==> src/rtl/rv_pkg.sv <==
// rv_pkg: shared opcodes, ALU op codes, write-back/PC-source encodings and CSR addresses
package rv_pkg;
    localparam logic [6:0] OP_R    = 7'b0110011;
    localparam logic [6:0] OP_I    = 7'b0010011;
    localparam logic [6:0] OP_LUI  = 7'b0110111;
    localparam logic [6:0] OP_SYS  = 7'b1110011;
    localparam logic [6:0] OP_BR   = 7'b1100011;
    localparam logic [6:0] OP_JAL  = 7'b1101111;
    localparam logic [6:0] OP_JALR = 7'b1100111;
    typedef enum logic [3:0] {
        ALU_AND   = 4'b0000,
        ALU_OR    = 4'b0001,
        ALU_XOR   = 4'b0010,
        ALU_ADD   = 4'b0011,
        ALU_SUB   = 4'b0100,
        ALU_MUL   = 4'b0101,
        ALU_MULH  = 4'b0110,
        ALU_MULHU = 4'b0111,
        ALU_SLL   = 4'b1000,
        ALU_SRL   = 4'b1001,
        ALU_SRA   = 4'b1010,
        ALU_SLT   = 4'b1100,
        ALU_SLTU  = 4'b1101
    } alu_op_e;
    localparam logic [1:0] SEL_SW   = 2'b00;
    localparam logic [1:0] SEL_LUI  = 2'b01;
    localparam logic [1:0] SEL_ALU  = 2'b10;
    localparam logic [1:0] SEL_LINK = 2'b11;
    localparam logic [1:0] PC_SEQ  = 2'b00;
    localparam logic [1:0] PC_BR   = 2'b01;
    localparam logic [1:0] PC_JAL  = 2'b10;
    localparam logic [1:0] PC_JALR = 2'b11;
    localparam logic [11:0] CSR_SW  = 12'hF00;
    localparam logic [11:0] CSR_HEX = 12'hF02;
endpackage

==> src/rtl/rv_alu.sv <==
// rv_alu: combinational RV32I-subset ALU with the M-extension multiplies
module rv_alu
    import rv_pkg::*;
(
    input  alu_op_e     i_op,
    input  logic [31:0] i_a,
    input  logic [31:0] i_b,
    output logic [31:0] o_r
);
    logic [63:0] w_prod;
    logic [31:0] w_mulh;
    assign w_prod = {32'b0, i_a} * {32'b0, i_b};
    // signed high word derived from the unsigned product so one multiplier serves all three ops
    assign w_mulh = w_prod[63:32] - (i_a[31] ? i_b : 32'b0) - (i_b[31] ? i_a : 32'b0);
    always_comb begin
        case (i_op)
            ALU_AND:   o_r = i_a & i_b;
            ALU_OR:    o_r = i_a | i_b;
            ALU_XOR:   o_r = i_a ^ i_b;
            ALU_ADD:   o_r = i_a + i_b;
            ALU_SUB:   o_r = i_a - i_b;
            ALU_MUL:   o_r = w_prod[31:0];
            ALU_MULH:  o_r = w_mulh;
            ALU_MULHU: o_r = w_prod[63:32];
            ALU_SLL:   o_r = i_a << i_b[4:0];
            ALU_SRL:   o_r = i_a >> i_b[4:0];
            ALU_SRA:   o_r = $signed(i_a) >>> i_b[4:0];
            ALU_SLT:   o_r = {31'b0, $signed(i_a) < $signed(i_b)};
            ALU_SLTU:  o_r = {31'b0, i_a < i_b};
            default:   o_r = 32'b0;
        endcase
    end
endmodule

==> src/rtl/rv_decode.sv <==
// rv_decode: instruction field split and control table for the EX stage
module rv_decode
    import rv_pkg::*;
(
    input  logic [31:0] i_instr,
    output logic [4:0]  o_rs1,
    output logic [4:0]  o_rs2,
    output logic [4:0]  o_rd,
    output logic [11:0] o_imm12,
    output logic [19:0] o_imm20,
    output alu_op_e     o_alu_op,
    output logic        o_alusrc,
    output logic        o_regwrite,
    output logic [1:0]  o_regsel,
    output logic        o_gpio_we,
    output logic [1:0]  o_jump,
    output logic        o_branch
);
    logic [6:0] w_opcode;
    logic [2:0] w_funct3;
    logic [6:0] w_funct7;
    assign w_opcode = i_instr[6:0];
    assign w_funct3 = i_instr[14:12];
    assign w_funct7 = i_instr[31:25];
    assign o_rs1    = i_instr[19:15];
    assign o_rs2    = i_instr[24:20];
    assign o_rd     = i_instr[11:7];
    assign o_imm12  = i_instr[31:20];
    assign o_imm20  = i_instr[31:12];
    always_comb begin
        o_alu_op   = ALU_ADD;
        o_alusrc   = 1'b0;
        o_regwrite = 1'b0;
        o_regsel   = SEL_ALU;
        o_gpio_we  = 1'b0;
        o_jump     = PC_SEQ;
        o_branch   = 1'b0;
        case (w_opcode)
            OP_R: begin
                o_regwrite = 1'b1;
                case ({w_funct7, w_funct3})
                    10'b0000000_000: o_alu_op = ALU_ADD;
                    10'b0100000_000: o_alu_op = ALU_SUB;
                    10'b0000000_001: o_alu_op = ALU_SLL;
                    10'b0000000_010: o_alu_op = ALU_SLT;
                    10'b0000000_011: o_alu_op = ALU_SLTU;
                    10'b0000000_100: o_alu_op = ALU_XOR;
                    10'b0000000_101: o_alu_op = ALU_SRL;
                    10'b0100000_101: o_alu_op = ALU_SRA;
                    10'b0000000_110: o_alu_op = ALU_OR;
                    10'b0000000_111: o_alu_op = ALU_AND;
                    10'b0000001_000: o_alu_op = ALU_MUL;
                    10'b0000001_001: o_alu_op = ALU_MULH;
                    10'b0000001_011: o_alu_op = ALU_MULHU;
                    default:         o_regwrite = 1'b0;
                endcase
            end
            OP_I: begin
                o_alusrc   = 1'b1;
                o_regwrite = 1'b1;
                case (w_funct3)
                    3'b000:  o_alu_op = ALU_ADD;
                    3'b010:  o_alu_op = ALU_SLT;
                    3'b011:  o_alu_op = ALU_SLTU;
                    3'b100:  o_alu_op = ALU_XOR;
                    3'b110:  o_alu_op = ALU_OR;
                    3'b111:  o_alu_op = ALU_AND;
                    3'b001: begin
                        if (w_funct7 == 7'b0000000) o_alu_op = ALU_SLL;
                        else {o_alusrc, o_regwrite} = 2'b00;
                    end
                    default: begin
                        if (w_funct7 == 7'b0000000) o_alu_op = ALU_SRL;
                        else if (w_funct7 == 7'b0100000) o_alu_op = ALU_SRA;
                        else {o_alusrc, o_regwrite} = 2'b00;
                    end
                endcase
            end
            OP_LUI: begin
                o_regwrite = 1'b1;
                o_regsel   = SEL_LUI;
            end
            OP_SYS: begin
                if (w_funct3 == 3'b001 && o_imm12 == CSR_HEX) o_gpio_we = 1'b1;
                if (w_funct3 == 3'b001 && o_imm12 == CSR_SW) begin
                    o_regwrite = 1'b1;
                    o_regsel   = SEL_SW;
                end
            end
            OP_BR: begin
                // funct3 010/011 are not branches and fall through as undefined
                if (w_funct3[2:1] != 2'b01) begin
                    o_branch = 1'b1;
                    o_alu_op = w_funct3[2] ? (w_funct3[1] ? ALU_SLTU : ALU_SLT) : ALU_SUB;
                end
            end
            OP_JAL: begin
                o_regwrite = 1'b1;
                o_regsel   = SEL_LINK;
                o_jump     = PC_JAL;
            end
            OP_JALR: begin
                if (w_funct3 == 3'b000) begin
                    o_regwrite = 1'b1;
                    o_regsel   = SEL_LINK;
                    o_jump     = PC_JALR;
                    o_alusrc   = 1'b1;
                end
            end
            default: ;
        endcase
    end
endmodule

==> src/rtl/rv_exec_ctrl.sv <==
// rv_exec_ctrl: EX-stage decode, ALU, branch resolution and one-cycle wrong-path squash
module rv_exec_ctrl
    import rv_pkg::*;
(
    input  logic        clck,
    input  logic        rst,
    input  logic [31:0] instr,
    input  logic [31:0] rs1_data,
    input  logic [31:0] rs2_data,
    output logic [4:0]  rs1,
    output logic [4:0]  rs2,
    output logic [4:0]  rd,
    output logic [11:0] imm12,
    output logic [19:0] imm20,
    output logic [31:0] alu_r,
    output logic        zero,
    output logic        regwrite,
    output logic [1:0]  regsel,
    output logic        gpio_we,
    output logic [1:0]  pcsrc,
    output logic        stall_fetch
);
    alu_op_e     w_alu_op;
    logic        w_alusrc;
    logic        w_regwrite;
    logic        w_gpio_we;
    logic [1:0]  w_jump;
    logic        w_branch;
    logic [31:0] w_b;
    logic        w_taken;
    logic        w_bubble;
    logic        r_stall_ex;
    rv_decode u_decode (
        .i_instr    (instr),
        .o_rs1      (rs1),
        .o_rs2      (rs2),
        .o_rd       (rd),
        .o_imm12    (imm12),
        .o_imm20    (imm20),
        .o_alu_op   (w_alu_op),
        .o_alusrc   (w_alusrc),
        .o_regwrite (w_regwrite),
        .o_regsel   (regsel),
        .o_gpio_we  (w_gpio_we),
        .o_jump     (w_jump),
        .o_branch   (w_branch)
    );
    assign w_b = w_alusrc ? {{20{instr[31]}}, instr[31:20]} : rs2_data;
    rv_alu u_alu (
        .i_op (w_alu_op),
        .i_a  (rs1_data),
        .i_b  (w_b),
        .o_r  (alu_r)
    );
    assign zero = (alu_r == 32'b0);
    // funct3[2] picks the compare bit over zero; funct3[0] inverts the condition
    assign w_taken     = w_branch & ((instr[14] ? alu_r[0] : zero) ^ instr[12]);
    assign w_bubble    = r_stall_ex | rst;
    assign pcsrc       = w_bubble ? PC_SEQ : (w_taken ? PC_BR : w_jump);
    assign stall_fetch = (pcsrc != PC_SEQ);
    assign regwrite    = w_regwrite & ~w_bubble;
    assign gpio_we     = w_gpio_we & ~w_bubble;
    always_ff @(posedge clck) begin
        if (rst) r_stall_ex <= 1'b0;
        else     r_stall_ex <= stall_fetch;
    end
endmodule

==> config.mk <==
export PLATFORM = sky130hd
export DESIGN_NAME = rv_exec_ctrl
export DESIGN_NICKNAME = d
export VERILOG_FILES = /design/src/rtl/rv_pkg.sv /design/src/rtl/rv_alu.sv /design/src/rtl/rv_decode.sv /design/src/rtl/rv_exec_ctrl.sv
export SDC_FILE = /design/constraint.sdc
export NUM_CORES = 2
export LEC_CHECK = 0
export CORE_MARGIN = 2
export CORE_UTILIZATION = 30
export CTS_CLUSTER_DIAMETER = 200
export DETAILED_ROUTE_END_ITERATION = 16
export GPL_TIMING_DRIVEN = 0
export SYNTH_ARGS = -nofsm -noshare
export SYNTH_HDL_FRONTEND = slang
export SYNTH_SLANG_ARGS = --single-unit
==> constraint.sdc <==
create_clock -name clck -period 20.7 [get_ports clck]
set_clock_uncertainty 0.15 [all_clocks]
set_input_delay 2.07 -clock clck [delete_from_list [all_inputs] [get_ports clck]]
set_output_delay 2.07 -clock clck [all_outputs]
set_load 0.03 [all_outputs]
; Word-level counts from Yosys, hierarchy flattened
; Cells that the tools add are included.
[op_classes]
n_addsub = 4
n_mul = 1
div = 0
magnitude_cmp = 2
eq_ne = 41
shift = 3
mux = 34
bitwise_logic = 9
reduce_logical = 11
[op_table]
columns = op, n
row1 = 32-bit one-hot mux with 13 select lines, 1
row2 = 32-bit 2-to-1 mux, 3
row3 = 32-bit subtractor, 3
row4 = 32-bit less-than comparator, 2
row5 = 32-bit by 32-bit multiplier with 64-bit output, 1
row6 = 4-bit one-hot mux with 12 select lines, 1
row7 = 10-bit by 3-bit == test with 1-bit output (second input constant), 4
row8 = 32-bit adder, 1
row9 = 32-bit bitwise AND, 1
row10 = 32-bit zero test, 1
row11 = 32-bit bitwise OR, 1
row12 = 32-bit by 5-bit left shift with 32-bit output, 1
row13 = 32-bit by 5-bit right shift with 32-bit output, 1
row14 = 32-bit by 5-bit >>> shifter with 32-bit output, 1
row15 = 32-bit XOR, 1
row16 = 10-bit by 4-bit == test with 1-bit output (second input constant), 3
row17 = 7-bit == test (second input constant), 4
row18 = 4-bit one-hot mux with 7 select lines, 1
row19 = 12-bit == test (second input constant), 2
row20 = 7-bit by 6-bit == test with 1-bit output (second input constant), 3
row21 = 10-bit by 2-bit == test with 1-bit output (second input constant), 2
row22 = 10-bit by 9-bit == test with 1-bit output (second input constant), 2
row23 = 4-bit == test (second input constant), 5
row24 = 4-bit 2-to-1 mux, 5
row25 = 29 further kinds, 55
[word_totals]
register_bits = 1
latch_bits = 0
ramBits = 0
rom_bits = 0
in_bits = 98
memories = 0

; Longest topological paths before layout
[depth]
word_depth = 17
depth_mapped = 60
mapped_depth_nobuf = 52

; Cells and area by module
; A second synthesis with hierarchy kept.
[unflattened]
cells_unflattened = 5591
hier_area_um2 = 44574.0
[modules_own_cells]
columns = module, instances, cells_per_inst, area_each_um2
row1 = rv_alu, 1, 5358, 42997.5
row2 = rv_decode, 1, 147, 1057.3
row3 = rv_exec_ctrl, 1, 86, 519.2

; Least setup slack after synthesis
; OpenSTA, ideal clock, no wires.
[synth_path]
kind = input -> output
from = input instr[28]
to = output stall_fetch
t_arrival_ns = 16.799
setup_slack_ns = 1.681
path_stages = 52
cell_sequence = or4_1 > buf_4 > o31ai_4 > a21o_1 > mux2_2 > inv_1 > buf_2 > buf_2 > buf_1 > clkbuf_1 > buf_1 > nor2_1 > fa_1 > inv_1 > fa_1 > fa_1 > fa_1 > inv_1 > (+16 left out) > inv_1 > ha_1 > a21o_1 > a221o_1 > a21oi_1 > nor2_1 > o311ai_0 > o22ai_1 > or4_1 > a221oi_1 > o211ai_1 > a211o_1 > nor4_2 > nand4b_1 > nor4_2 > xor2_1 > a22oi_1 > o21bai_1
[synth_between]
elab_chain_len = 17
[synth_lines]
columns = element, line
row1 = "start, declared", rv_exec_ctrl.sv:7  ; input logic [31:0] instr,
row2 = 7-bit by 6-bit == test with 1-bit output, rv_decode.sv:74  ; else if (w_funct7 == 7'b0100000) o_alu_op = ALU_SRA;
row3 = 1-bit 2-to-1 mux, rv_decode.sv:74
row4 = 1-bit 2-to-1 mux, rv_decode.sv:73  ; if (w_funct7 == 7'b0000000) o_alu_op = ALU_SRL;
row5 = 1-bit one-hot mux with 2 select lines, rv_decode.sv:61  ; case (w_funct3)
row6 = 1-bit one-hot mux with 2 select lines, rv_decode.sv:38  ; case (w_opcode)
row7 = 32-bit 2-to-1 mux, rv_exec_ctrl.sv:48  ; assign w_b = w_alusrc ? {{20{instr[31]}}, instr[31:20]} : rs2_data;
row8 = 32-bit by 32-bit multiplier with 64-bit output or 32-bit 2-to-1 mux (tied branches), "rv_alu.sv:12, rv_alu.sv:14"
row9 = 32-bit subtractor (2 in a row), rv_alu.sv:14  ; assign w_mulh = w_prod[63:32] - (i_a[31] ? i_b : 32'b0) - (i_b[31] ? i_a : 32'b0);
row10 = 32-bit one-hot mux with 13 select lines (*), rv_alu.sv:16  ; case (i_op)
row11 = named net alu_r[25], rv_exec_ctrl.sv:15  ; output logic [31:0] alu_r,
row12 = 32-bit zero test (*), rv_exec_ctrl.sv:55  ; assign zero = (alu_r == 32'b0);
row13 = named net zero, rv_exec_ctrl.sv:16  ; output logic zero,
row14 = 1-bit 2-to-1 mux (*), rv_exec_ctrl.sv:57  ; assign w_taken = w_branch & ((instr[14] ? alu_r[0] : zero) ^ instr[12]);
row15 = 1-bit XOR (*), rv_exec_ctrl.sv:57
row16 = 1-bit bitwise AND (*), rv_exec_ctrl.sv:57
row17 = 2-bit 2-to-1 mux (*) (2 in a row), rv_exec_ctrl.sv:59  ; assign pcsrc = w_bubble ? PC_SEQ : (w_taken ? PC_BR : w_jump);
row18 = 2-bit nonzero test (*), rv_exec_ctrl.sv:60  ; assign stall_fetch = (pcsrc != PC_SEQ);
row19 = "end, declared", rv_exec_ctrl.sv:21  ; output logic stall_fetch
; Mark *: on every way through the listed nets, which the timed path passes. The rest lies on a longest branch.

; Final worst setup path
[layout_path]
from = input rs1_data[14]
to = output pcsrc[0]
[layout_between]
elab_chain_len = 10
[layout_lines]
columns = element, line
row1 = "start, declared", rv_exec_ctrl.sv:8  ; input logic [31:0] rs1_data,
row2 = 32-bit by 32-bit multiplier with 64-bit output, rv_alu.sv:12  ; assign w_prod = {32'b0, i_a} * {32'b0, i_b};
row3 = 32-bit subtractor (2 in a row), rv_alu.sv:14
row4 = 32-bit one-hot mux with 13 select lines (*), rv_alu.sv:16
row5 = 32-bit zero test, rv_exec_ctrl.sv:55
row6 = 1-bit 2-to-1 mux (*), rv_exec_ctrl.sv:57
row7 = 1-bit XOR (*), rv_exec_ctrl.sv:57
row8 = 1-bit bitwise AND (*), rv_exec_ctrl.sv:57
row9 = 2-bit 2-to-1 mux (*) (2 in a row), rv_exec_ctrl.sv:59
row10 = "end, declared", rv_exec_ctrl.sv:20  ; output logic [1:0] pcsrc,
; Every way passes the cells marked *; elsewhere a longest branch is shown, timed or not.

==> results.sh <==
export IMPL_synth_top_area_share_pct=40.82
export IMPL_start_util_pct=30.28
export IMPL_synth_seq_area_share_pct=0.04399
export IMPL_synth_flop_cell="dfxtp_1"
export IMPL_route_met2_wl_mm=116.9
export IMPL_multi_input_area_um2=40510
export IMPL_insertion_delay_ns=0
export IMPL_core_um2=150300
export IMPL_die_w_um=393.5
export IMPL_grt_pass1_wl_mm=388.7
export IMPL_regArea_um2=20.02
export IMPL_final_layout_size_suffix_gt1_share_pct=6.773
export IMPL_num_fill_cells=16250
export IMPL_gp_congestion=1.084
export IMPL_worstSetupPathType="in2out"
export IMPL_worst_slew_pin_slew_ns=1.734
export IMPL_ys_ff_latch=1
export IMPL_io_pins=185
export IMPL_synth_edf_count=0
export IMPL_path_clk_slew_ns=0
export IMPL_ys_warn_count=0
export IMPL_dr_max_layer_used="met5"
export IMPL_layout_common_cells="inv_1 (1069), fa_1 (928), nor2_1 (779)"
export IMPL_yosys_area_top_type="fa_1"
export IMPL_worst_path_max_delay_cell="clkbuf_1"
export IMPL_hold_start="r_stall_ex$_SDFF_PP0_"
export IMPL_synth_fa_ha_area_share_pct=51.77
export IMPL_synthMuxAreaShare_pct=1.017
export IMPL_crit_arrival_ns=18.35
export IMPL_synthXorXnorAreaFrac_pct=2.252
export IMPL_placed_cell_area_um2=49900
export IMPL_num_vias=46930
export IMPL_drtAntennaViolNets=0
export IMPL_crit_top_cell="fa_1"
export IMPL_slew_headroom_pct=-15.58
export IMPL_critPathMaxStageDelay_ns=0.94
export IMPL_synthArstFlopShare_pct=0
export IMPL_syn_instance_count=5807
export IMPL_drt_met1_wl_mm=112.7
export IMPL_slew_violations=157
export IMPL_via_per_inst=5.850
export IMPL_rows=142
export IMPL_antenna_found_initial=38
export IMPL_outcome="finished, violations left"
export IMPL_start_kind="input pin"
export IMPL_overflow=0
export IMPL_synth_nets=7231
export IMPL_grt_use_total_pct=35.96
export IMPL_drtPass1Iterations=6
export IMPL_violations="capacitance limit, slew limit"
export IMPL_hold_ws_ns=0.4823
export IMPL_wl_per_cell_um=35.45
export IMPL_crit_start="rs1_data[14]"
export IMPL_grt_pass1_vias=46940
export IMPL_drt_iter0_markers=5874
export IMPL_maxCapViolations=14
export IMPL_period_share_pct=99.38
export IMPL_synth_compound_area_share_pct=15.25
export IMPL_layout_setup_ws_ns=0.1282
export IMPL_largest_register="r_stall_ex"
export IMPL_synth_area_top_cells="fa_1 (41%), ha_1 (11%), inv_1 (8.9%)"
export IMPL_final_area_um2=51270
export IMPL_setup_viol=0
export IMPL_worstPathRequired_ns=18.48
export IMPL_die_area_um2=154800
export IMPL_critPathMaxFanout=10
export IMPL_drc_errors=0
export IMPL_syn_to_final_growth_pct=12.66
export IMPL_post_dp_hpwl_mm=240.4
export IMPL_largest_reg_flops=1
export IMPL_end_kind="output pin"
export IMPL_period_needed_ns=20.57
export IMPL_synthSimpleGateAreaFrac_pct=16.93
export IMPL_routed_wl_mm=284.4
export IMPL_die_h_um=393.5
export IMPL_holdCritPathClass="reg2reg"
export IMPL_ys_types=103
export IMPL_wl_met3_mm=33.21
export IMPL_hold_viol_final=0
export IMPL_fmax_mhz=48.61
export IMPL_num_nets_final=7420
export IMPL_r2r_start="r_stall_ex$_SDFF_PP0_"
export IMPL_grt_start_max_net_pins=29
export IMPL_reg_top3="r_stall_ex x1"
export IMPL_synth_top_family_by_area="adder cells"
export IMPL_syn_area_per_cell_um2=7.837
export IMPL_dp_slack_ns=-4.730
export IMPL_synthesis_area_um2=45510
export IMPL_final_common_cell="inv_1"
export IMPL_portBuffers=172
==> final cells by class <==
type,count,share of cell area (%)
diodes,12,0.05857
plain buffers,351,3.722
inverters,1091,8.092
multi-input cells,4331,79.01
flip-flops and latches,1,0.03905
well taps,2016,4.920
repair buffers,220,4.156
==> routing by layer <==
metal  track usage [%]  vias to the layer above
li1                  -                    18950
met1             47.71                    24030
met2             52.27                     3143
met3             9.498                      781
met4             21.44                       26
met5                 0                        -
==> per-stage QoR <==
step | TNS [ns] | cells | util [%]
final | 0 | 8022 | 34.11
after global routing | -0.008974 | 8011 | 34.09
after CTS | 0 | 8001 | 33.76
after detailed placement | -62.77 | 8003 | 33.20
after global placement | -97.67 | 7995 | 33.10
after floorplan | 0 | 5807 | -
==> path summary, 6_finish.rpt <==
path,endpoint,slack [ns],cells past startpoint
min reg2reg,r_stall_ex$_SDFF_PP0_,0.48,3
min,r_stall_ex$_SDFF_PP0_,0.48,3
max reg2reg,r_stall_ex$_SDFF_PP0_,19.51,3
max,pcsrc[0],0.13,45
==> synth_stat cells (21+ instances only) <==
master    instances
inv_1          1076
fa_1            928
nor2_1          785
nand2_1         598
ha_1            398
clkbuf_1        255
a21oi_1         235
o21ai_0         199
nand3_1         132
xnor2_1          84
nor3_1           72
a21o_1           66
buf_4            51
o211ai_1         46
o22ai_1          45
nand4_1          44
a211oi_1         43
buf_1            42
o21ai_1          41
o31ai_1          33
xor2_1           33
buf_2            32
or3_1            32
mux2i_1          29
o21bai_1         23
a221oi_1         22
a31oi_1          22
o21a_1           22
o221ai_1         21
==> worst max-delay path: cells and delay by family <==
family,cells,cell delay (ns)
fa+ha+maj,11,5.49
buf+inv,10,3.98
simple gates,12,3.43
compound gates,9,2.58
xor+xnor,3,0.71
==> cells by family (layout without fill, tap and decap cells) <==
family          after synthesis  count (layout)
simple gates               1806            1806
buf+inv                    1475            1662
fa+ha+maj                  1326            1326
compound gates             1038            1038
xor+xnor                    117             117
mux                          44              44
flops                         1               1
other cells                   0              12
==> repair_timing <==
action	in CTS	in global routing
hold buffers	0	0
buffers inserted	22	18
resized for setup	257	162
pin swaps	13	16
setup endpoints to repair	33	4
